==> src/rtl/coin_acceptor.sv <==
// Coin-chute front end: synchronise, debounce, classify by high width, queue, issue gapped pulses.
// Optional build macro COIN_ACCEPTOR_STATS_EN adds saturating pulse counters.
module coin_acceptor #(
  parameter int DEBOUNCE_CYC = 4,
  parameter int WIDTH_W      = 8,
  parameter int W100_MIN     = 20,
  parameter int W100_MAX     = 30,
  parameter int W150_MIN     = 40,
  parameter int W150_MAX     = 50,
  parameter int QDEPTH       = 4
) (
  input  logic        clk,
  input  logic        reset,
  input  logic        coin_sense,
  input  logic        vend_busy,
  output logic        coin100,
  output logic        coin150,
  output logic        reject,
  output logic        jam,
  output logic        accept_inhibit
`ifdef COIN_ACCEPTOR_STATS_EN
  ,
  output logic [15:0] acc100_cnt,
  output logic [15:0] acc150_cnt,
  output logic [15:0] rej_cnt
`endif
);

  localparam int DBW = $clog2(DEBOUNCE_CYC + 1);
  localparam int PW  = $clog2(QDEPTH);
  localparam int CW  = PW + 1;

  localparam logic [DBW-1:0]     DB_ZERO = {DBW{1'b0}};
  localparam logic [DBW-1:0]     DB_ONE  = DBW'(1);
  localparam logic [DBW-1:0]     DB_LAST = DBW'(DEBOUNCE_CYC - 1);
  localparam logic [WIDTH_W-1:0] W_ZERO  = {WIDTH_W{1'b0}};
  localparam logic [WIDTH_W-1:0] W_ONE   = WIDTH_W'(1);
  localparam logic [WIDTH_W-1:0] W_MAX   = {WIDTH_W{1'b1}};
  localparam logic [WIDTH_W-1:0] W100_LO = WIDTH_W'(W100_MIN);
  localparam logic [WIDTH_W-1:0] W100_HI = WIDTH_W'(W100_MAX);
  localparam logic [WIDTH_W-1:0] W150_LO = WIDTH_W'(W150_MIN);
  localparam logic [WIDTH_W-1:0] W150_HI = WIDTH_W'(W150_MAX);
  localparam logic [CW-1:0]      C_ZERO  = {CW{1'b0}};
  localparam logic [CW-1:0]      C_ONE   = CW'(1);
  localparam logic [CW-1:0]      C_FULL  = CW'(QDEPTH);
  localparam logic [CW-1:0]      C_INH   = CW'(QDEPTH - 1);
  localparam logic [PW-1:0]      P_ONE   = PW'(1);

  function automatic logic [15:0] sat_inc16(input logic [15:0] v, input logic en);
    if (en && (v != 16'hFFFF)) begin
      sat_inc16 = v + 16'd1;
    end else begin
      sat_inc16 = v;
    end
  endfunction

  logic               s1_q, s1_d, s2_q, s2_d, deb_q, deb_d;
  logic [DBW-1:0]     stab_q, stab_d, low_q, low_d;
  logic               armed_q, armed_d;
  logic [WIDTH_W-1:0] width_q, width_d, width_inc_s;
  logic               jam_q, jam_d, gap_q, gap_d;
  logic [QDEPTH-1:0]  mem_q, mem_d;
  logic [PW-1:0]      wr_q, wr_d, rd_q, rd_d;
  logic [CW-1:0]      count_q, count_d;
  logic               coin100_q, coin100_d, coin150_q, coin150_d;
  logic               reject_q, reject_d, inhibit_q, inhibit_d;
  logic               rise_s, fall_s, is100_s, is150_s, pop_s, push_s;
`ifdef COIN_ACCEPTOR_STATS_EN
  logic [15:0]        acc100_q, acc100_d, acc150_q, acc150_d, rej_q, rej_d;
`endif

  // Next-state logic for the whole datapath.
  always_comb begin
    s1_d = coin_sense;
    s2_d = s1_q;
    deb_d = deb_q;
    stab_d = DB_ZERO;
    if (s2_q != deb_q) begin
      if (stab_q == DB_LAST) begin
        deb_d = s2_q;
      end else begin
        stab_d = stab_q + DB_ONE;
      end
    end else begin
      stab_d = DB_ZERO;
    end
    rise_s = ~deb_q & deb_d;
    fall_s = deb_q & ~deb_d;

    // A coin already in the chute at reset release must see a clean low run before it counts.
    armed_d = armed_q | (~s2_q & (low_q == DB_LAST));
    if (s2_q) begin
      low_d = DB_ZERO;
    end else if (low_q == DB_LAST) begin
      low_d = low_q;
    end else begin
      low_d = low_q + DB_ONE;
    end

    width_inc_s = (width_q == W_MAX) ? W_MAX : (width_q + W_ONE);
    if (rise_s) begin
      width_d = W_ZERO;
    end else if (deb_q) begin
      width_d = width_inc_s;
    end else begin
      width_d = width_q;
    end
    jam_d = deb_d & (width_d == W_MAX);

    // width_inc_s counts the fall cycle itself, so it equals the number of debounced-high cycles.
    is100_s = (width_inc_s >= W100_LO) && (width_inc_s <= W100_HI) && (width_inc_s != W_MAX);
    is150_s = (width_inc_s >= W150_LO) && (width_inc_s <= W150_HI) && (width_inc_s != W_MAX);
    pop_s   = (count_q != C_ZERO) & ~vend_busy & ~gap_q;
    push_s  = fall_s & armed_q & (is100_s | is150_s) & ((count_q != C_FULL) | pop_s);

    reject_d  = fall_s & armed_q & ~push_s;
    gap_d     = pop_s;
    coin100_d = pop_s & ~mem_q[rd_q];
    coin150_d = pop_s & mem_q[rd_q];

    mem_d = mem_q;
    if (push_s) begin
      mem_d[wr_q] = is150_s;
      wr_d = wr_q + P_ONE;
    end else begin
      wr_d = wr_q;
    end
    if (pop_s) begin
      rd_d = rd_q + P_ONE;
    end else begin
      rd_d = rd_q;
    end
    case ({push_s, pop_s})
      2'b10:   count_d = count_q + C_ONE;
      2'b01:   count_d = count_q - C_ONE;
      default: count_d = count_q;
    endcase
    inhibit_d = (count_q >= C_INH);

`ifdef COIN_ACCEPTOR_STATS_EN
    acc100_d = sat_inc16(acc100_q, coin100_q);
    acc150_d = sat_inc16(acc150_q, coin150_q);
    rej_d    = sat_inc16(rej_q, reject_q);
`endif
  end

  // State registers with asynchronous active-high reset.
  always_ff @(posedge clk or posedge reset) begin
    if (reset) begin
      s1_q      <= 1'b0;
      s2_q      <= 1'b0;
      deb_q     <= 1'b0;
      stab_q    <= DB_ZERO;
      low_q     <= DB_ZERO;
      armed_q   <= 1'b0;
      width_q   <= W_ZERO;
      jam_q     <= 1'b0;
      gap_q     <= 1'b0;
      mem_q     <= {QDEPTH{1'b0}};
      wr_q      <= {PW{1'b0}};
      rd_q      <= {PW{1'b0}};
      count_q   <= C_ZERO;
      coin100_q <= 1'b0;
      coin150_q <= 1'b0;
      reject_q  <= 1'b0;
      inhibit_q <= 1'b0;
`ifdef COIN_ACCEPTOR_STATS_EN
      acc100_q  <= 16'h0000;
      acc150_q  <= 16'h0000;
      rej_q     <= 16'h0000;
`endif
    end else begin
      s1_q      <= s1_d;
      s2_q      <= s2_d;
      deb_q     <= deb_d;
      stab_q    <= stab_d;
      low_q     <= low_d;
      armed_q   <= armed_d;
      width_q   <= width_d;
      jam_q     <= jam_d;
      gap_q     <= gap_d;
      mem_q     <= mem_d;
      wr_q      <= wr_d;
      rd_q      <= rd_d;
      count_q   <= count_d;
      coin100_q <= coin100_d;
      coin150_q <= coin150_d;
      reject_q  <= reject_d;
      inhibit_q <= inhibit_d;
`ifdef COIN_ACCEPTOR_STATS_EN
      acc100_q  <= acc100_d;
      acc150_q  <= acc150_d;
      rej_q     <= rej_d;
`endif
    end
  end

  assign coin100        = coin100_q;
  assign coin150        = coin150_q;
  assign reject         = reject_q;
  assign jam            = jam_q;
  assign accept_inhibit = inhibit_q;
`ifdef COIN_ACCEPTOR_STATS_EN
  assign acc100_cnt     = acc100_q;
  assign acc150_cnt     = acc150_q;
  assign rej_cnt        = rej_q;
`endif

endmodule

==> config.mk <==
export PLATFORM = sky130hd
export DESIGN_NAME = coin_acceptor
export DESIGN_NICKNAME = d
export VERILOG_FILES = /design/src/rtl/coin_acceptor.sv
export SDC_FILE = /design/constraint.sdc
export NUM_CORES = 1
export LEC_CHECK = 0
export ABC_AREA = 1
export BUFFER_PORTS_ARGS = -buffer_cell sky130_fd_sc_hd__buf_2
export CAP_MARGIN = 20
export CELL_PAD_IN_SITES_DETAIL_PLACEMENT = 1
export CELL_PAD_IN_SITES_GLOBAL_PLACEMENT = 1
export CORE_ASPECT_RATIO = 1.25
export CORE_MARGIN = 10
export CORE_UTILIZATION = 41
export CTS_CLUSTER_SIZE = 25
export DETAILED_ROUTE_END_ITERATION = 10
export PLACE_DENSITY_LB_ADDON = 0.1
export SLEW_MARGIN = 20
export SYNTH_ARGS = -nofsm -noshare
export SYNTH_HDL_FRONTEND = slang
export SYNTH_SLANG_ARGS = --single-unit
==> constraint.sdc <==
create_clock -name clk -period 2.43 [get_ports clk]
set_input_delay 0.486 -clock clk [delete_from_list [all_inputs] [get_ports clk]]
set_output_delay 0.486 -clock clk [all_outputs]
set_load 0.03 [all_outputs]
# After elaboration in Yosys (flattened, before gate mapping)
# Cells that the tools add are included.
# W data, S select, Z words.
[totals]
output_inout_bits = 5
elab_cells = 86
ff_bits = 35
mem_bits_ro = 0
latch_bits = 0
mem_count = 0
mem_bits_rw = 0
[classes]
bitwise = 22
reduce_logical = 7
n_lt_le_gt_ge = 8
multipliers = 0
n_shift = 0
addsub = 7
mux = 15
eq_ne = 10
div = 0
[op_table]
columns = ["op", "n"]
rows = [
  ["$mux W8", 3],
  ["$eq A8 B8 Y1 const B", 2],
  ["$and A1 B1 Y1", 12],
  ["$mux W3", 4],
  ["$add A3 B1 Y3 const B", 3],
  ["$add A8 B1 Y8 const B", 1],
  ["$ge A8 B5 Y1 const B", 1],
  ["$ge A8 B6 Y1 const B", 1],
  ["$le A8 B5 Y1 const B", 1],
  ["$le A8 B6 Y1 const B", 1],
  ["$ne A8 B8 Y1 const B", 1],
  ["$not A1 Y1", 7],
  ["$eq A3 B2 Y1 const B", 2],
  ["$lt A2 B3 Y1 const B", 2],
  ["$pmux W3 S2", 1],
  ["$logic_and A1 B1 Y1", 5],
  ["$add A2 B1 Y2 const B", 2],
  ["$bwmux W4", 1],
  ["$mux W1", 4],
  ["$ge A3 B2 Y1 const B", 1],
  ["$ne A3 B3 Y1 const B", 1],
  ["$or A1 B1 Y1", 3],
  ["$reduce_bool A3 Y1", 1],
  ["$sub A3 B1 Y3 const B", 1],
  ["8 further kinds", 8],
]

# Depth between registers and ports, before layout
[depth]
depth_word = 10
ltp_mapped = 18
depth_no_buf = 18

# Worst setup path before layout
# Ideal clock, no wire load.
[synth_path]
path_type = "flip-flop to flip-flop"
from = "register width_q[0]"
to = "register count_q[2]"
t_arrival_ns = 2.364
slack_ns = -0.065
path_buffers = 0
synth_period_minus_slack_ns = 2.495
stages_incl_launch_ff = 18
cell_sequence = "dfrtp_1 > ha_1 > nand2_4 > nor2_4 > nand2_4 > nand3_2 > nand2_1 > inv_1 > nand2_1 > nand2_2 > nand2_4 > nand2_4 > ha_1 > inv_1 > fa_1 > a21oi_1 > o21ai_0 > xor2_1"
[synth_via]
elab_chain_cells = 10
elab_cells_between_ends = 19
[synth_lines]
columns = ["element", "line_no", "text"]
rows = [
  ["from (decl)", "60", "logic [WIDTH_W-1:0] width_q, width_d, width_inc_s;"],
  ["from (signal assigned)", "179", "width_q <= width_d;"],
  ["$add A8 B1 Y8 / $eq A8 B8 Y1 (equally long branches)", "100", "width_inc_s = (width_q == W_MAX) ? W_MAX : (width_q + W_ONE);"],
  ["$mux W8 (*)", "100", ""],
  ["$ge A8 B5 Y1 (tied with other cells)", "111", "is100_s = (width_inc_s >= W100_LO) && (width_inc_s <= W100_HI) && (width_inc_s != W_MAX);"],
  ["$logic_and A1 B1 Y1, on equally long branches (2 in series)", "111, 112", ""],
  ["$or A1 B1 Y1 (*)", "114", "push_s = fall_s & armed_q & (is100_s | is150_s) & ((count_q != C_FULL) | pop_s);"],
  ["$and A1 B1 Y1 (*) (2 in series)", "114", ""],
  ["$eq A2 B1 Y1 / $eq A2 B2 Y1 (equally long branches)", "133", "case ({push_s, pop_s})"],
  ["$pmux W3 S2 / $reduce_bool A2 Y1 (equally long branches)", "n/a", ""],
  ["to (signal assigned)", "185", "count_q <= count_d;"],
  ["to (decl)", "64", "logic [CW-1:0] count_q, count_d;"],
]
# Every way passes the cells marked *; elsewhere a longest branch is shown, timed or not.
# A chain may end at the register's enable or synchronous reset.

# Worst setup path in the final report
[layout_path]
from = "register width_q[1]"
to = "register count_q[2]"
# Same word-level chain as after synthesis.

==> metrics <==
status finished, final reports clean; CP most frequent cell nand2_4; Final Total Pwr 2470 µW; cell with the most instances after synthesis nand2_1; sequential area share after synthesis 0.463; hold crit path type input port to asynchronous set/reset pin; cell count after synthesis 224; post-synth top area share 0.463; Met3 Wirelength 77 µm; fmax 419 MHz; grt ovf 0; DP HPWL 3500 µm; Placed Area 2090 µm²; Die Area 7750 µm²; antenna violations before repair 0; share of cells above drive strength 1 0.281; root buffer cell clkbuf_8; IO Pins 9; max incr delay on CP 0.43 ns; Clk Latency, worst-skew pair 0.29 ns; CP Class flip-flop to flip-flop; clk slew on worst S/H paths 0.07 ns; Die Ht 95.9 µm; fin area 2300 µm²; antenna-violating nets left 0; core area 4430 µm²; Setup TNS Final 0 ns; drt total wl 4580 µm; I/O Buffers 8; cell family with most CP delay simple AND/OR/NAND/NOR gates; final core occ 0.520; P_leak 0.00117 µW; Vias/cell 5.03; Final Hold Vio Count 0; Mapped Avg Cell Area 8.45 µm²; WP data required 2.60 ns; n_diodes 0; PwrDens 1070 nW/µm²; final setup fails 0; Pint 1390 µW; Post-synth ARST share 1.00; WL met2 2610 µm; M1 wire length 1810 µm; CP Buf/Inv Count 2; clk sinks 35; Reg power frac 0.362; worst-margin pin slew 0.440 ns; final std cells w/o fill 314; Slew Limit Headroom 0.707; Worst Setup End Kind flip-flop; row cnt 27; Main synth FF type dfrtp_1; Hold Buf Count CTS 0; net switching power 1080 µW; Period Utilization, post-route 0.982; post-synth cell types 32; Synth Cell Area 1890 µm²; 1st-iter DRT viols 57; placed cells 299; # DRC 0; clock network power share 0.167; Worst IR Drop VDD 479 µV; Max FO, Critical Path 8; Clock Skew 0.00449 ns; ranking of synthesized cells by area dfrtp_1 46%, nand2_1 9.9%, ha_1 6.0%; Mapped Nets 238; switch share 0.436; most frequent cells after synthesis 50 x nand2_1, 35 x dfrtp_1, 30 x inv_1; number of synthesized flops with an enable pin 0; Final #Nets 269; crit path cell chain ha_4, nand2_4, nor2_4, nand2_4, nand3_4, nand2_2, inv_1, nand2_1, nand2_2, nand2_4, nand2_4, ha_4, inv_2, fa_2, a21oi_2, o21ai_1, xor2_1; reg2reg setup slack 0.04 ns; Yosys reg bits 35; Initial Util 0.427; GRT Total Usage 0.128; largest buffer count on any clock path 2; RSZ-0062 raised after global routing true; RePlAce Congestion 0.885; Crit-path slowest cell dfrtp_1; Tmin final 2.39 ns; CTS tree yes; Avg WL per Cell 14.6 µm; Startpoint Class flip-flop; CTS Buf Count 5; largest area contributor in the synthesized netlist dfrtp_1; vias in the first global route 1698; WP data arrival 2.56 ns; TritonRoute pass-1 iters 4; max_cap viols 0; synth-to-layout area growth 21.6%; Vias 1578; pin count of the biggest net entering global routing 36; Max Used Layer met4; first-pass GRT wire length 7730 µm; YS warnings 0; H-tree Lvls 2; combinational power share 0.471; die width 80.8 µm; max-slew violations 0
final timing paths:
check | cells after the start | from | end
worst max-delay path | 17 | width_q[1]$_DFF_PP0_ | count_q[2]$_DFFE_PP0P_
worst min-delay path | 3 | reset | s1_q$_DFF_PP0_
worst max register to register | 17 | width_q[1]$_DFF_PP0_ | count_q[2]$_DFFE_PP0P_
worst min register to register | 0 | s1_q$_DFF_PP0_ | s2_q$_DFF_PP0_
max in group asynchronous | 3 | reset | width_q[2]$_DFF_PP0_
min in group clk | 1 | coin_sense | s1_q$_DFF_PP0_
state kept, by name, indices dropped and copies added, names as in the netlist:
| signal | cells |
|---|---|
| reject | 1 |
| coin150 | 1 |
| accept_inhibit | 1 |
| s1_q | 1 |
| low_q | 3 |
| stab_q | 3 |
| coin100 | 1 |
| width_q | 8 |
| count_q | 3 |
| deb_q | 1 |
| mem_q | 4 |
| armed_q | 1 |
| rd_q | 2 |
| wr_q | 2 |
| s2_q | 1 |
| gap_q | 1 |
| jam | 1 |
logic make-up after synthesis:
logic type                 synth area share
and+or+nand+nor                       0.304
buffers and inverters                0.0767
DFF                                   0.463
AOI/OAI and AO/OA                    0.0628
adders and majority gates            0.0701
xor gates and xnor gates             0.0232
area by class of cell:
type | instances | area [µm²]
well taps | 58 | 72.6
multi-input cells | 152 | 958
flip-flops and latches | 35 | 877
clock inverters | 2 | 12.5
clock buffers | 6 | 72.6
repair buffers | 26 | 175
inverters | 35 | 133
fillers | 542 | 2120
worst register-to-register path: cells and delay by family (launching register included):
family                     cells  cell delay [ns]
and+or+nand+nor                9             0.78
DFF                            1             0.43
buffers and inverters          2             0.09
adders and majority gates      3             0.66
xor gates and xnor gates       1             0.14
AOI/OAI and AO/OA              2             0.19
layer usage:
layer	GRT usage	up-vias
li1	-	775
met1	0.131	783
met2	0.243	11
met3	0.0252	9
met4	0.0578	0
met5	0	-
per-stage QoR:
step / setup slack [ns] / hold slack (ns)
2_1_floorplan: 0.00195 / 0.331
3_3_place_gp: 0.0463 / 0.335
3_5_place_dp: -0.0871 / 0.358
4_1_cts: 0.00644 / 0.290
5_1_grt: -0.105 / 0.283
6_report: 0.0446 / 0.287
power by group through the flow:
stage | registers [µW] | clock network [µW] | logic, µW
floorplan | 922 | 0 | 685
global placement | 889 | 0 | 989
detailed placement | 904 | 0 | 1050
CTS | 895 | 427 | 1140
global route | 920 | 453 | 1310
finish | 895 | 413 | 1160
what timing repair did:
action | 4_1_cts | 5_1_grt
resized for setup | 14 | 5
setup buffers | 4 | 3
pin swaps | 7 | 4
endpoints found under the setup margin | 1 | 2
endpoints found under the hold margin | 0 | 0
cell usage in the layout (no fill, tap or decap), drive strengths merged, types with 2 or more instances in the layout:
cell type,netlist,routed
a21oi,3,3
ha,9,9
xor2,3,3
xnor2,2,2
a31oi,2,2
clkinv,2,3
nand2,58,58
nor3,3,3
nor2,27,27
dfrtp,35,35
buf,2,26
inv,33,33
nand3,19,19
clkbuf,0,6
nand4,8,8
o21ai,11,11
Power figures use the tool's default switching activity.
